<file path="src/rtl/de0_nano_boot_copier_pkg.sv">
`default_nettype none
// ============================================================================
//  Module      : de0_nano_boot_copier_pkg
//  Description : Shared types and constants for the boot copier: FSM state
//                encoding, fixed Wishbone cycle-type/burst/select values and
//                a word-alignment helper.
//  Revision    : 1.0 - initial release
// ============================================================================
package de0_nano_boot_copier_pkg;

    typedef enum logic [1:0] {
        ST_IDLE   = 2'd0,
        ST_READ   = 2'd1,
        ST_WRITE  = 2'd2,
        ST_FINISH = 2'd3
    } state_t;

    localparam logic [2:0]  CTI_CLASSIC = 3'b000;
    localparam logic [1:0]  BTE_LINEAR  = 2'b00;
    localparam logic [3:0]  SEL_WORD    = 4'hF;
    localparam logic [31:0] WORD_STEP   = 32'd4;

    // Byte address -> word address; the low two bits are never used.
    function automatic logic [31:0] word_align(input logic [31:0] addr);
        return {addr[31:2], 2'b00};
    endfunction

endpackage
`default_nettype wire

</file>
<file path="src/rtl/de0_nano_boot_copier_if.sv">
`default_nettype none
// ============================================================================
//  Module      : de0_nano_boot_copier_if
//  Description : Wishbone classic single-access bus bundle.
//                master : adr, dat_w, sel, we, cyc, stb, cti, bte out;
//                         dat_r, ack, err in.
//                slave  : the mirror image.
//  Revision    : 1.0 - initial release
// ============================================================================
interface de0_nano_boot_copier_if;
    logic [31:0] adr;
    logic [31:0] dat_w;
    logic [31:0] dat_r;
    logic [3:0]  sel;
    logic        we;
    logic        cyc;
    logic        stb;
    logic [2:0]  cti;
    logic [1:0]  bte;
    logic        ack;
    logic        err;

    modport master (
        output adr, dat_w, sel, we, cyc, stb, cti, bte,
        input  dat_r, ack, err
    );

    modport slave (
        input  adr, dat_w, sel, we, cyc, stb, cti, bte,
        output dat_r, ack, err
    );
endinterface
`default_nettype wire

</file>
<file path="src/rtl/de0_nano_boot_copier_wb_access_timeout.sv">
`default_nettype none
// ============================================================================
//  Module      : wb_access_timeout
//  Description : Per-access watchdog. Counts cycles with stb high and no ack;
//                o_expired is high during the TIMEOUT-th such cycle so the
//                master can abort on that edge. TIMEOUT=0 disables it.
//  Ports       : clk, rst        - clock, synchronous active-high reset
//                i_stb, i_ack    - strobe / acknowledge of the watched access
//                o_expired       - access has waited TIMEOUT cycles
//  Revision    : 1.0 - initial release
// ============================================================================
module wb_access_timeout #(
    parameter int TIMEOUT = 255
) (
    input  wire logic clk,
    input  wire logic rst,
    input  wire logic i_stb,
    input  wire logic i_ack,
    output logic      o_expired
);

    generate
        if (TIMEOUT == 0) begin : g_disabled
            assign o_expired = 1'b0;
        end else begin : g_enabled
            localparam int CW = (TIMEOUT > 1) ? $clog2(TIMEOUT) : 1;
            localparam logic [CW-1:0] c_last = CW'(TIMEOUT - 1);

            logic [CW-1:0] r_count;

            always_ff @(posedge clk) begin
                if (rst || !i_stb || i_ack) begin
                    r_count <= '0;
                end else if (r_count != c_last) begin
                    r_count <= r_count + 1'b1;
                end
            end

            assign o_expired = i_stb && !i_ack && (r_count == c_last);
        end
    endgenerate

endmodule
`default_nettype wire

</file>
<file path="src/rtl/de0_nano_boot_copier.sv">
`default_nettype none
// ============================================================================
//  Module      : de0_nano_boot_copier
//  Description : Wishbone classic master copying len_i 32-bit words from
//                src_i to dst_i, one read then one write per word, with a
//                one-cycle cyc/stb gap after every access for re-arbitration.
//  Ports       : wb_clk_i, wb_rst_i       - clock, sync active-high reset
//                start_i, src_i, dst_i,
//                len_i                    - copy request (taken in IDLE only)
//                busy_o, done_o, err_o    - status
//                wbm                      - Wishbone master bus
//  Revision    : 1.0 - initial release
// ============================================================================
module de0_nano_boot_copier
    import de0_nano_boot_copier_pkg::*;
#(
    parameter int LEN_W   = 16,
    parameter int TIMEOUT = 255
) (
    input  wire logic             wb_clk_i,
    input  wire logic             wb_rst_i,
    input  wire logic             start_i,
    input  wire logic [31:0]      src_i,
    input  wire logic [31:0]      dst_i,
    input  wire logic [LEN_W-1:0] len_i,
    output logic                  busy_o,
    output logic                  done_o,
    output logic                  err_o,
    de0_nano_boot_copier_if.master wbm
);

    localparam logic [LEN_W-1:0] c_one = LEN_W'(1);

    state_t           r_state;
    logic [31:0]      r_src;
    logic [31:0]      r_dst;
    logic [LEN_W-1:0] r_cnt;
    logic [31:0]      r_adr;
    logic [31:0]      r_data;
    logic             r_we;
    logic             r_cyc;
    logic             r_stb;
    logic             r_busy;
    logic             r_done;
    logic             r_err;
    logic             w_timeout;
    logic             w_abort;

    wb_access_timeout #(
        .TIMEOUT (TIMEOUT)
    ) u_timeout (
        .clk       (wb_clk_i),
        .rst       (wb_rst_i),
        .i_stb     (r_stb),
        .i_ack     (wbm.ack),
        .o_expired (w_timeout)
    );

    // Only meaningful while r_stb is high; err takes priority over ack.
    assign w_abort = wbm.err || w_timeout;

    always_ff @(posedge wb_clk_i) begin
        if (wb_rst_i) begin
            r_state <= ST_IDLE;
            r_src   <= '0;
            r_dst   <= '0;
            r_cnt   <= '0;
            r_adr   <= '0;
            r_data  <= '0;
            r_we    <= 1'b0;
            r_cyc   <= 1'b0;
            r_stb   <= 1'b0;
            r_busy  <= 1'b0;
            r_done  <= 1'b0;
            r_err   <= 1'b0;
        end else begin
            r_done <= 1'b0;
            unique case (r_state)
                ST_IDLE: begin
                    if (start_i) begin
                        r_src  <= word_align(src_i);
                        r_dst  <= word_align(dst_i);
                        r_cnt  <= len_i;
                        r_err  <= 1'b0;
                        r_busy <= 1'b1;
                        if (len_i == '0) begin
                            r_state <= ST_FINISH;
                        end else begin
                            // First read goes out immediately; there is no
                            // preceding access to leave a gap after.
                            r_state <= ST_READ;
                            r_cyc   <= 1'b1;
                            r_stb   <= 1'b1;
                            r_we    <= 1'b0;
                            r_adr   <= word_align(src_i);
                        end
                    end
                end
                ST_READ: begin
                    if (!r_stb) begin
                        r_cyc <= 1'b1;
                        r_stb <= 1'b1;
                        r_we  <= 1'b0;
                        r_adr <= r_src;
                    end else if (w_abort) begin
                        r_err   <= 1'b1;
                        r_cyc   <= 1'b0;
                        r_stb   <= 1'b0;
                        r_state <= ST_FINISH;
                    end else if (wbm.ack) begin
                        r_data  <= wbm.dat_r;
                        r_src   <= r_src + WORD_STEP;
                        r_cyc   <= 1'b0;
                        r_stb   <= 1'b0;
                        r_state <= ST_WRITE;
                    end
                end
                ST_WRITE: begin
                    if (!r_stb) begin
                        r_cyc <= 1'b1;
                        r_stb <= 1'b1;
                        r_we  <= 1'b1;
                        r_adr <= r_dst;
                    end else if (w_abort) begin
                        r_err   <= 1'b1;
                        r_cyc   <= 1'b0;
                        r_stb   <= 1'b0;
                        r_we    <= 1'b0;
                        r_state <= ST_FINISH;
                    end else if (wbm.ack) begin
                        r_dst   <= r_dst + WORD_STEP;
                        r_cnt   <= r_cnt - c_one;
                        r_cyc   <= 1'b0;
                        r_stb   <= 1'b0;
                        r_we    <= 1'b0;
                        r_state <= (r_cnt == c_one) ? ST_FINISH : ST_READ;
                    end
                end
                ST_FINISH: begin
                    r_done  <= 1'b1;
                    r_busy  <= 1'b0;
                    r_state <= ST_IDLE;
                end
                default: r_state <= ST_IDLE;
            endcase
        end
    end

    assign busy_o    = r_busy;
    assign done_o    = r_done;
    assign err_o     = r_err;
    assign wbm.adr   = r_adr;
    assign wbm.dat_w = r_data;
    assign wbm.sel   = SEL_WORD;
    assign wbm.we    = r_we;
    assign wbm.cyc   = r_cyc;
    assign wbm.stb   = r_stb;
    assign wbm.cti   = CTI_CLASSIC;
    assign wbm.bte   = BTE_LINEAR;

endmodule
`default_nettype wire

</file>
<file path="src/flat_wrapper.sv">
// flat-port wrapper written by rule: the top's interface ports become plain ports
module de0_nano_boot_copier_flat import de0_nano_boot_copier_pkg::*;
#(
    parameter int LEN_W   = 16,
    parameter int TIMEOUT = 255
)
  (wb_clk_i, wb_rst_i, start_i, src_i, dst_i, len_i, busy_o, done_o, err_o, wbm_adr, wbm_dat_w, wbm_sel, wbm_we, wbm_cyc, wbm_stb, wbm_cti, wbm_bte, wbm_dat_r, wbm_ack, wbm_err);
  de0_nano_boot_copier_if wbm_i ();
  input  wire logic wb_clk_i;
  input  wire logic wb_rst_i;
  input  wire logic start_i;
  input  wire logic [31:0] src_i;
  input  wire logic [31:0] dst_i;
  input  wire logic [LEN_W-1:0] len_i;
  output logic busy_o;
  output logic done_o;
  output logic err_o;
  output wire logic [$bits(wbm_i.adr)-1:0] wbm_adr;
  output wire logic [$bits(wbm_i.dat_w)-1:0] wbm_dat_w;
  output wire logic [$bits(wbm_i.sel)-1:0] wbm_sel;
  output wire logic [$bits(wbm_i.we)-1:0] wbm_we;
  output wire logic [$bits(wbm_i.cyc)-1:0] wbm_cyc;
  output wire logic [$bits(wbm_i.stb)-1:0] wbm_stb;
  output wire logic [$bits(wbm_i.cti)-1:0] wbm_cti;
  output wire logic [$bits(wbm_i.bte)-1:0] wbm_bte;
  input wire logic [$bits(wbm_i.dat_r)-1:0] wbm_dat_r;
  input wire logic [$bits(wbm_i.ack)-1:0] wbm_ack;
  input wire logic [$bits(wbm_i.err)-1:0] wbm_err;
  assign wbm_adr = wbm_i.adr;
  assign wbm_dat_w = wbm_i.dat_w;
  assign wbm_sel = wbm_i.sel;
  assign wbm_we = wbm_i.we;
  assign wbm_cyc = wbm_i.cyc;
  assign wbm_stb = wbm_i.stb;
  assign wbm_cti = wbm_i.cti;
  assign wbm_bte = wbm_i.bte;
  assign wbm_i.dat_r = wbm_dat_r;
  assign wbm_i.ack = wbm_ack;
  assign wbm_i.err = wbm_err;
  de0_nano_boot_copier #(.LEN_W(LEN_W), .TIMEOUT(TIMEOUT)) u_core (.wb_clk_i(wb_clk_i), .wb_rst_i(wb_rst_i), .start_i(start_i), .src_i(src_i), .dst_i(dst_i), .len_i(len_i), .busy_o(busy_o), .done_o(done_o), .err_o(err_o), .wbm(wbm_i));
endmodule
</file>
<file path="config.mk">
export PLATFORM = sky130hd
export DESIGN_NAME = de0_nano_boot_copier_flat
export DESIGN_NICKNAME = d
export VERILOG_FILES = /design/src/rtl/de0_nano_boot_copier_pkg.sv /design/src/rtl/de0_nano_boot_copier_if.sv /design/src/rtl/de0_nano_boot_copier_wb_access_timeout.sv /design/src/rtl/de0_nano_boot_copier.sv /design/src/flat_wrapper.sv
export SDC_FILE = /design/constraint.sdc
export NUM_CORES = 1
export LEC_CHECK = 0
export ABC_AREA = 1
export BUFFER_PORTS_ARGS = -buffer_cell sky130_fd_sc_hd__buf_2
export CAP_MARGIN = 20
export CELL_PAD_IN_SITES_DETAIL_PLACEMENT = 1
export CELL_PAD_IN_SITES_GLOBAL_PLACEMENT = 2
export CORE_UTILIZATION = 29
export CTS_CLUSTER_DIAMETER = 30
export CTS_CLUSTER_SIZE = 20
export DETAILED_ROUTE_END_ITERATION = 16
export PLACE_DENSITY_LB_ADDON = 0.1
export SLEW_MARGIN = 20
export SYNTH_ARGS = -nofsm -noshare
export SYNTH_HDL_FRONTEND = slang
export SYNTH_HIERARCHICAL = 1
export SYNTH_SLANG_ARGS = --single-unit
</file>
<file path="constraint.sdc">
create_clock -name wb_clk_i -period 2.3 [get_ports wb_clk_i]
set_clock_uncertainty 0.1 [all_clocks]
set_input_delay 0.46 -clock wb_clk_i [delete_from_list [all_inputs] [get_ports wb_clk_i]]
set_output_delay 0.46 -clock wb_clk_i [all_outputs]
set_load 0.02 [all_outputs]
</file>
==> flow_summary.yaml, run 1 <==
finish:
  fin_nets: 1758
  drive_above_1_share_pct: 20.0
  diodes: 0
  syn2layout_area_growth_pct: 23.5
  fin_area_um2: 11500
  final_util_pct: 36.5
placed_design:
  dpl_cell_area_um2: 10800
  dpl.hpwl_um: 25100
  gp_congestion: 0.764
  place_ws_ps: 63.7
  port_buffers: 182
logic_synthesis:
  syn_avg_cell_area_um2: 6.39
  synth.cell_area_um2: 9350
  synthTopCellsByCount: "355 x nand2_1, 175 x nor2_1, 155 x dfxtp_1"
  yosysWarnings: 6
  synth_largest_area_cell: "dfxtp_1"
  synth-async-reset-ratio_pct: 0
  synth_edf_count: 0
  ys.flop_type: "dfxtp_1"
  synth.top_cell.area_share_pct: 33.2
  synthCells: 1463
  yosysUniqueCellTypes: 44
  synth_seq_cells: 155
  ys_top_cells_by_area: "dfxtp_1 33%, nand2_1 14%, a21oi_1 7.5%, nor2_1 7.0%, inv_1 4.8%"
  ys_seq_area_share_pct: 33.2
  yosysMostFrequentCell: "nand2_1"
die:
  die_y_um: 182
  dieArea_um2: 33000
  rows: 65
  initial_core_util_pct: 29.5
  coreArea_um2: 31600
  ios: 196
  die_x_um: 182
routing:
  first_pass_iters: 4
  antenna_left: 0
  drtIter0Drc: 435
  route.final.wire_length_um: 34800
  viasPerCell: 4.98
  drc: 0
  num_vias: 10177
  wl_per_cell_um: 17.0
clock_network:
  cts_buffers: 17
  cts-htree-levels: 4
  clock_sinks: 155
  cts_tree: "done"
  cts_buffer_depth: 2
  ctsRootBufferMaster: "clkbuf_16"
  clkTransAtPathRegs_ps: 70
  clk_latency_ps: 450
global_route:
  grt_overflow_total: 0
  grt_pass1_vias: 9758
  grt_max_degree: 86
  antenna_found_initial: 0
  grt_pass1_wl_um: 54500
  track_usage_pct: 21.1
timing:
  whs_ps: 168
  hold_viol: 0
  max_slew.worst_pin.slew_ps: 567
  post-route-period-util_pct: 92.4
  fmaxAchievable_mhz: 471
  relSlewSlack_pct: 61.8
  drv_slew: 0
  period_needed_ps: 2120
  fin_ws_ps: 176
  finalSetupViolCount: 0
power:
  p_leak_nw: 5.13
  power_density_nw_per_um2: 1340
  ir_drop_uv: 697
critical_path:
  crit_type: "reg2reg"
  cp-end-kind: "flop"
  critPathLaunchType: "flop"
  critPathRequiredTime_ps: 2580
  cp_max_fo: 4
  cp.arrival_ps: 2410
run_status:
  status: "complete, no violations"
min_path:
  hp-class: "in2reg"
job:
  maxCapViolCount: 0
-- layer usage --
metal  wire length [um]  vias to the layer above  part of all wire, %  global-route usage [%]
met5                  0                        -                    0                       0
met4                479                        0                  1.4                    5.73
met3               1200                       24                  3.5                    2.99
met2              15700                      202                   45                    33.8
met1              17400                     4800                   50                    29.5
li1                   -                     5151                    -                       -
-- logic make-up (layout without fill, tap and decap cells) --
kind of cell	after synthesis	count (layout)	synth area share [%]
adder cells (fa/ha/maj)	11	11	1.47
XOR/XNOR	6	6	0.562
buffers and inverters	223	395	10.4
other	2	9	0.0804
AND/OR/NAND/NOR	716	716	33.8
flip-flops	155	155	33.2
AO/OA/AOI/OAI	350	350	20.4
-- cell usage in the layout, fill, tap and decap left out, drive strengths merged, types with 5 or more instances in the layout --
cell	Yosys	final
nand2	366	366
buf	56	234
nor2	190	190
dfxtp	155	155
a21oi	140	140
o21ai	140	140
inv	126	127
nand3	80	80
nand4	55	55
a31oi	23	23
clkbuf	38	21
a21o	20	20
nor3	15	15
ha	11	11
conb	2	9
or2	8	8
a211oi	6	6
o21bai	5	5
clkinv	3	5
-- critical path, cell delays in order (launching register included) --
cell and delay [ps]:
dfxtp_2 340, inv_2 70, ha_1 140, nand2_1 60
nor2_2 150, nand2_4 60, nor3_2 90, inv_1 60
nand2_2 80, buf_4 130, clkinvlp_4 120, nand2_2 110
nand2_1 60, nand2_2 80, nand2_1 90, a21oi_2 110
nand2_1 60, a21oi_1 110
-- cell type report --
type	instances	area, um2
inverters	129	497
clock buffers	20	437
clock inverters	11	170
repair buffers	235	1500
well taps	402	503
fillers	4093	20100
flip-flops and latches	155	3100
multi-input cells	1092	5330
-- sequential cells by signal (all words and copies together) (netlist names), 2 cells and up --
name,cells
u_core/r_dst,30
u_core/r_state,2
u_core/wbm.dat_w,32
u_core/r_cnt,16
u_core/u_timeout/g_enabled.r_count,8
u_core/r_src,30
u_core/wbm.adr,31
-- power by group --
part           leakage (nW)  switching [mW]  internal [mW]
Sequential             1.27           0.960           3.57
Combinational          3.57            5.09           2.81
Clock                 0.286            1.24           1.81
-- final timing paths --
path	from	end	cells after the start	slack, ps
worst max-delay path	u_core/u_timeout/g_enabled.r_count[0]	u_core/r_state[1]	17	180
worst min-delay path	len_i[1]	u_core/r_cnt[1]	3	170
worst max register to register	u_core/u_timeout/g_enabled.r_count[0]	u_core/r_state[1]	17	180
worst min register to register	u_core/wbm.dat_w[22]	u_core/wbm.dat_w[22]	2	340
-- stage by stage --
| stage | TNS [ps] | power, mW | std cells |
|---|---|---|---|
| 2_1_floorplan | 0 | 9.55 | 1470 |
| 3_3_place_gp | 0 | 12.3 | 2010 |
| 3_5_place_dp | 0 | 12.4 | 2010 |
| 4_1_cts | 0 | 15.5 | 2041 |
| 5_1_grt | -56.1 | 16.7 | 2044 |
| 6_report | 0 | 15.5 | 2044 |
-- timing repair --
action                     CTS  global route
resized for setup            0            18
buffers inserted             0             2
hold buffers                 0             0
hold endpoints to repair     0             0
setup endpoints to repair    0           103
No activity file was read; power rests on OpenSTA's default activity.
==> run 2: changes to the inputs <==
- ABC_AREA: 1 -> not set
- CORE_UTILIZATION: 29 -> 31
==> run 2 against run 1 <==
  * The flow now finishes with violations (negative setup slack)
  * Sequential power shrank 4%
  * Synthesized area decreased by 6.5%
  * Sequential cell count stayed put
  * Hold slack lost 14 ps
  * Final cell count down 14%
  * Non-clock buffer count grew 60
  * Critical path depth shrank 4
  * First-iteration DRC count rose by 11%
  * Via count is 6.0% lower
  * Design area up 0.89%
  * Worst setup slack lost 190 ps
  * Critical path type unchanged
  * Highest routed layer is now met5
==> flow_summary.yaml, run 2 <==
critical_path:
  cp_max_fo: 8
  crit_type: "reg2reg"
  cp.arrival_ps: 2540
  r2r_slack_ps: -20
  critPathRequiredTime_ps: 2520
  cpMostUsedCell: "buf_12"
  critPathLaunchType: "flop"
  cp_slowest_cell: "dfxtp_2"
  cp_cell_sequence: "inv_2 -> ha_4 -> and3_4 -> nand2b_4 -> nor3b_4 -> nand4bb_4 -> buf_12 -> a21oi_4 -> buf_12 -> clkbuf_16 -> o21ai_0 -> a22oi_1 -> nor2_1"
  critPathMaxStageDelay_ps: 340
  cp-end-kind: "flop"
power:
  p_leak_nw: 4.52
  ir_drop_uv: 471
  power_density_nw_per_um2: 1270
logic_synthesis:
  syn_avg_cell_area_um2: 7.60
  ys_top_cells_by_area: "dfxtp_1 36%, nand2_1 8.4%, a21oi_1 7.7%, o211ai_1 3.0%, o21ai_0 3.0%"
  synth_edf_count: 0
  synth_compound_area_share_pct: 28.0
  yosysUniqueCellTypes: 83
  synthCells: 1150
  synth_seq_cells: 155
  synth.cell_area_um2: 8740
  ys.flop_type: "dfxtp_1"
  synth-xor-area-share_pct: 0.301
  synth-async-reset-ratio_pct: 0
  synthTopCellsByCount: "195 x nand2_1, 155 x dfxtp_1, 134 x a21oi_1"
  synth_top_family_by_area: "compound AO/OA/AOI/OAI gates"
  synth_mux_area_share_pct: 0.845
  yosysMostFrequentCell: "nand2_1"
  ys_seq_area_share_pct: 35.5
  synth_largest_area_cell: "dfxtp_1"
  synth-simple-area-share_pct: 27.4
  yosys.area_share.adder_pct: 1.57
  synth.top_cell.area_share_pct: 35.5
  yosysWarnings: 6
clock_network:
  cts_buffer_depth: 2
  clk_latency_ps: 440
  cts-htree-levels: 4
  clock_sinks: 155
  cts_tree: "done"
  ctsRootBufferMaster: "clkbuf_16"
  ctsHoldBuffers: 0
  cts_buffers: 17
  clkTransAtPathRegs_ps: 80
finish:
  fillCellCount: 3453
  drive_above_1_share_pct: 29.3
  largest_register_ff_count: 32
  most-common-layout-cells: "191 x nand2_1, 181 x buf_2, 153 x dfxtp_1, 124 x a21oi_1, 87 x buf_4"
  fin_nets: 1502
  final_util_pct: 41.9
  layout.cells.non_filler: 1765
  final_common_cell: "nand2_1"
  diodes: 0
  syn2layout_area_growth_pct: 33.3
routing:
  antenna_left: 0
  first_pass_iters: 5
  viasPerCell: 5.42
  num_vias: 9564
  route.final.wire_length_um: 33500
  drc: 0
  drtIter0Drc: 485
  wl_per_cell_um: 19.0
global_route:
  grt_pass1_vias: 9538
  use_met3_pct: 4.60
  grt_max_degree: 64
  met2_usage_pct: 38.1
  grt_pass1_wl_um: 52700
  grt_most_used_layer: "met2"
  grtUsageMet1_pct: 31.2
  antenna_found_initial: 2
  grt_overflow_total: 0
  track_usage_pct: 23.2
timing:
  whs_ps: 154
  post-route-period-util_pct: 101
  hold_viol: 0
  fin_ws_ps: -17.8
  rsz0062_at_grt: "yes"
  period_needed_ps: 2320
  setup_tns_ps: -17.8
  finalSetupViolCount: 1
  fmaxAchievable_mhz: 431
  drv_slew: 0
run_status:
  violations: "negative setup slack"
  status: "complete, but fails checks"
placed_design:
  port_buffers: 182
  dpl.hpwl_um: 23800
  placed_cells: 1722
  gp_congestion: 0.834
job:
  maxCapViolCount: 0
min_path:
  hp-class: "in2reg"
die:
  initial_core_util_pct: 31.5
  rows: 61
  die_y_um: 170
  ios: 196
  coreArea_um2: 27800
  dieArea_um2: 28900
  die_x_um: 170
==> run 2: cells by family (layout without fill, tap and decap cells) <==
| logic type | after synthesis | count (layout) |
|---|---|---|
| other | 2 | 9 |
| XOR/XNOR | 3 | 3 |
| flip-flops | 155 | 155 |
| adder cells (fa/ha/maj) | 11 | 11 |
| AO/OA/AOI/OAI | 377 | 377 |
| buffers and inverters | 122 | 352 |
| AND/OR/NAND/NOR | 473 | 473 |
| multiplexers | 7 | 7 |
==> run 2: layer usage <==
layer	routed length, um	vias to the layer above
met3	1900	30
li1	-	4674
met2	15700	255
met1	15500	4601
met4	363	4
met5	27	-
==> run 2: path summary, 6_finish.rpt <==
kind / start / endpoint / cells past startpoint
worst max-delay path: u_core/u_timeout/g_enabled.r_count[0] / u_core/r_dst[6] / 13
worst max register to register: u_core/u_timeout/g_enabled.r_count[0] / u_core/r_dst[6] / 13
worst min-delay path: wbm_dat_r[13] / u_core/wbm.dat_w[13] / 3
worst min register to register: u_core/wbm.adr[18] / u_core/wbm.adr[18] / 2
==> run 2: power by group <==
group          internal, mW  switching [mW]
sequential             3.51           0.833
combinational          3.14            4.45
clock                  1.48            1.39
total                  8.13            6.67
==> run 2: through the flow <==
step	power (mW)	cell area, um2	setup WS, ps
after floorplan	8.49	8790	3.67
final	14.8	11600	-17.8
after global routing	15.9	11600	-105
after global placement	11.2	10700	-135
after detailed placement	11.4	10700	-111
after CTS	14.5	11400	-7.03
==> run 2: worst max-delay path: cells and delay by family (launching register included) <==
family	cells	cell delay, ps
AO/OA/AOI/OAI	3	490
AND/OR/NAND/NOR	5	600
buffers and inverters	4	520
flip-flops	1	340
adder cells (fa/ha/maj)	1	150
==> run 2: cell type report <==
type | count | area (um2) | area share, %
inverter | 25 | 93.8 | 0.806
sequential | 155 | 3110 | 26.7
multi-input combinational | 880 | 5330 | 45.8
timing repair buffer | 295 | 2060 | 17.7
clock buffer | 18 | 439 | 3.77
tap | 378 | 473 | 4.06
clock inverter | 14 | 144 | 1.24
==> run 2: repair_timing <==
| action | in CTS | in global routing |
|---|---|---|
| endpoints found under the setup margin | 36 | 116 |
| setup buffers | 5 | 3 |
| gates cloned | 1 | 2 |
| resized for setup | 10 | 45 |
| pin swaps | 10 | 15 |
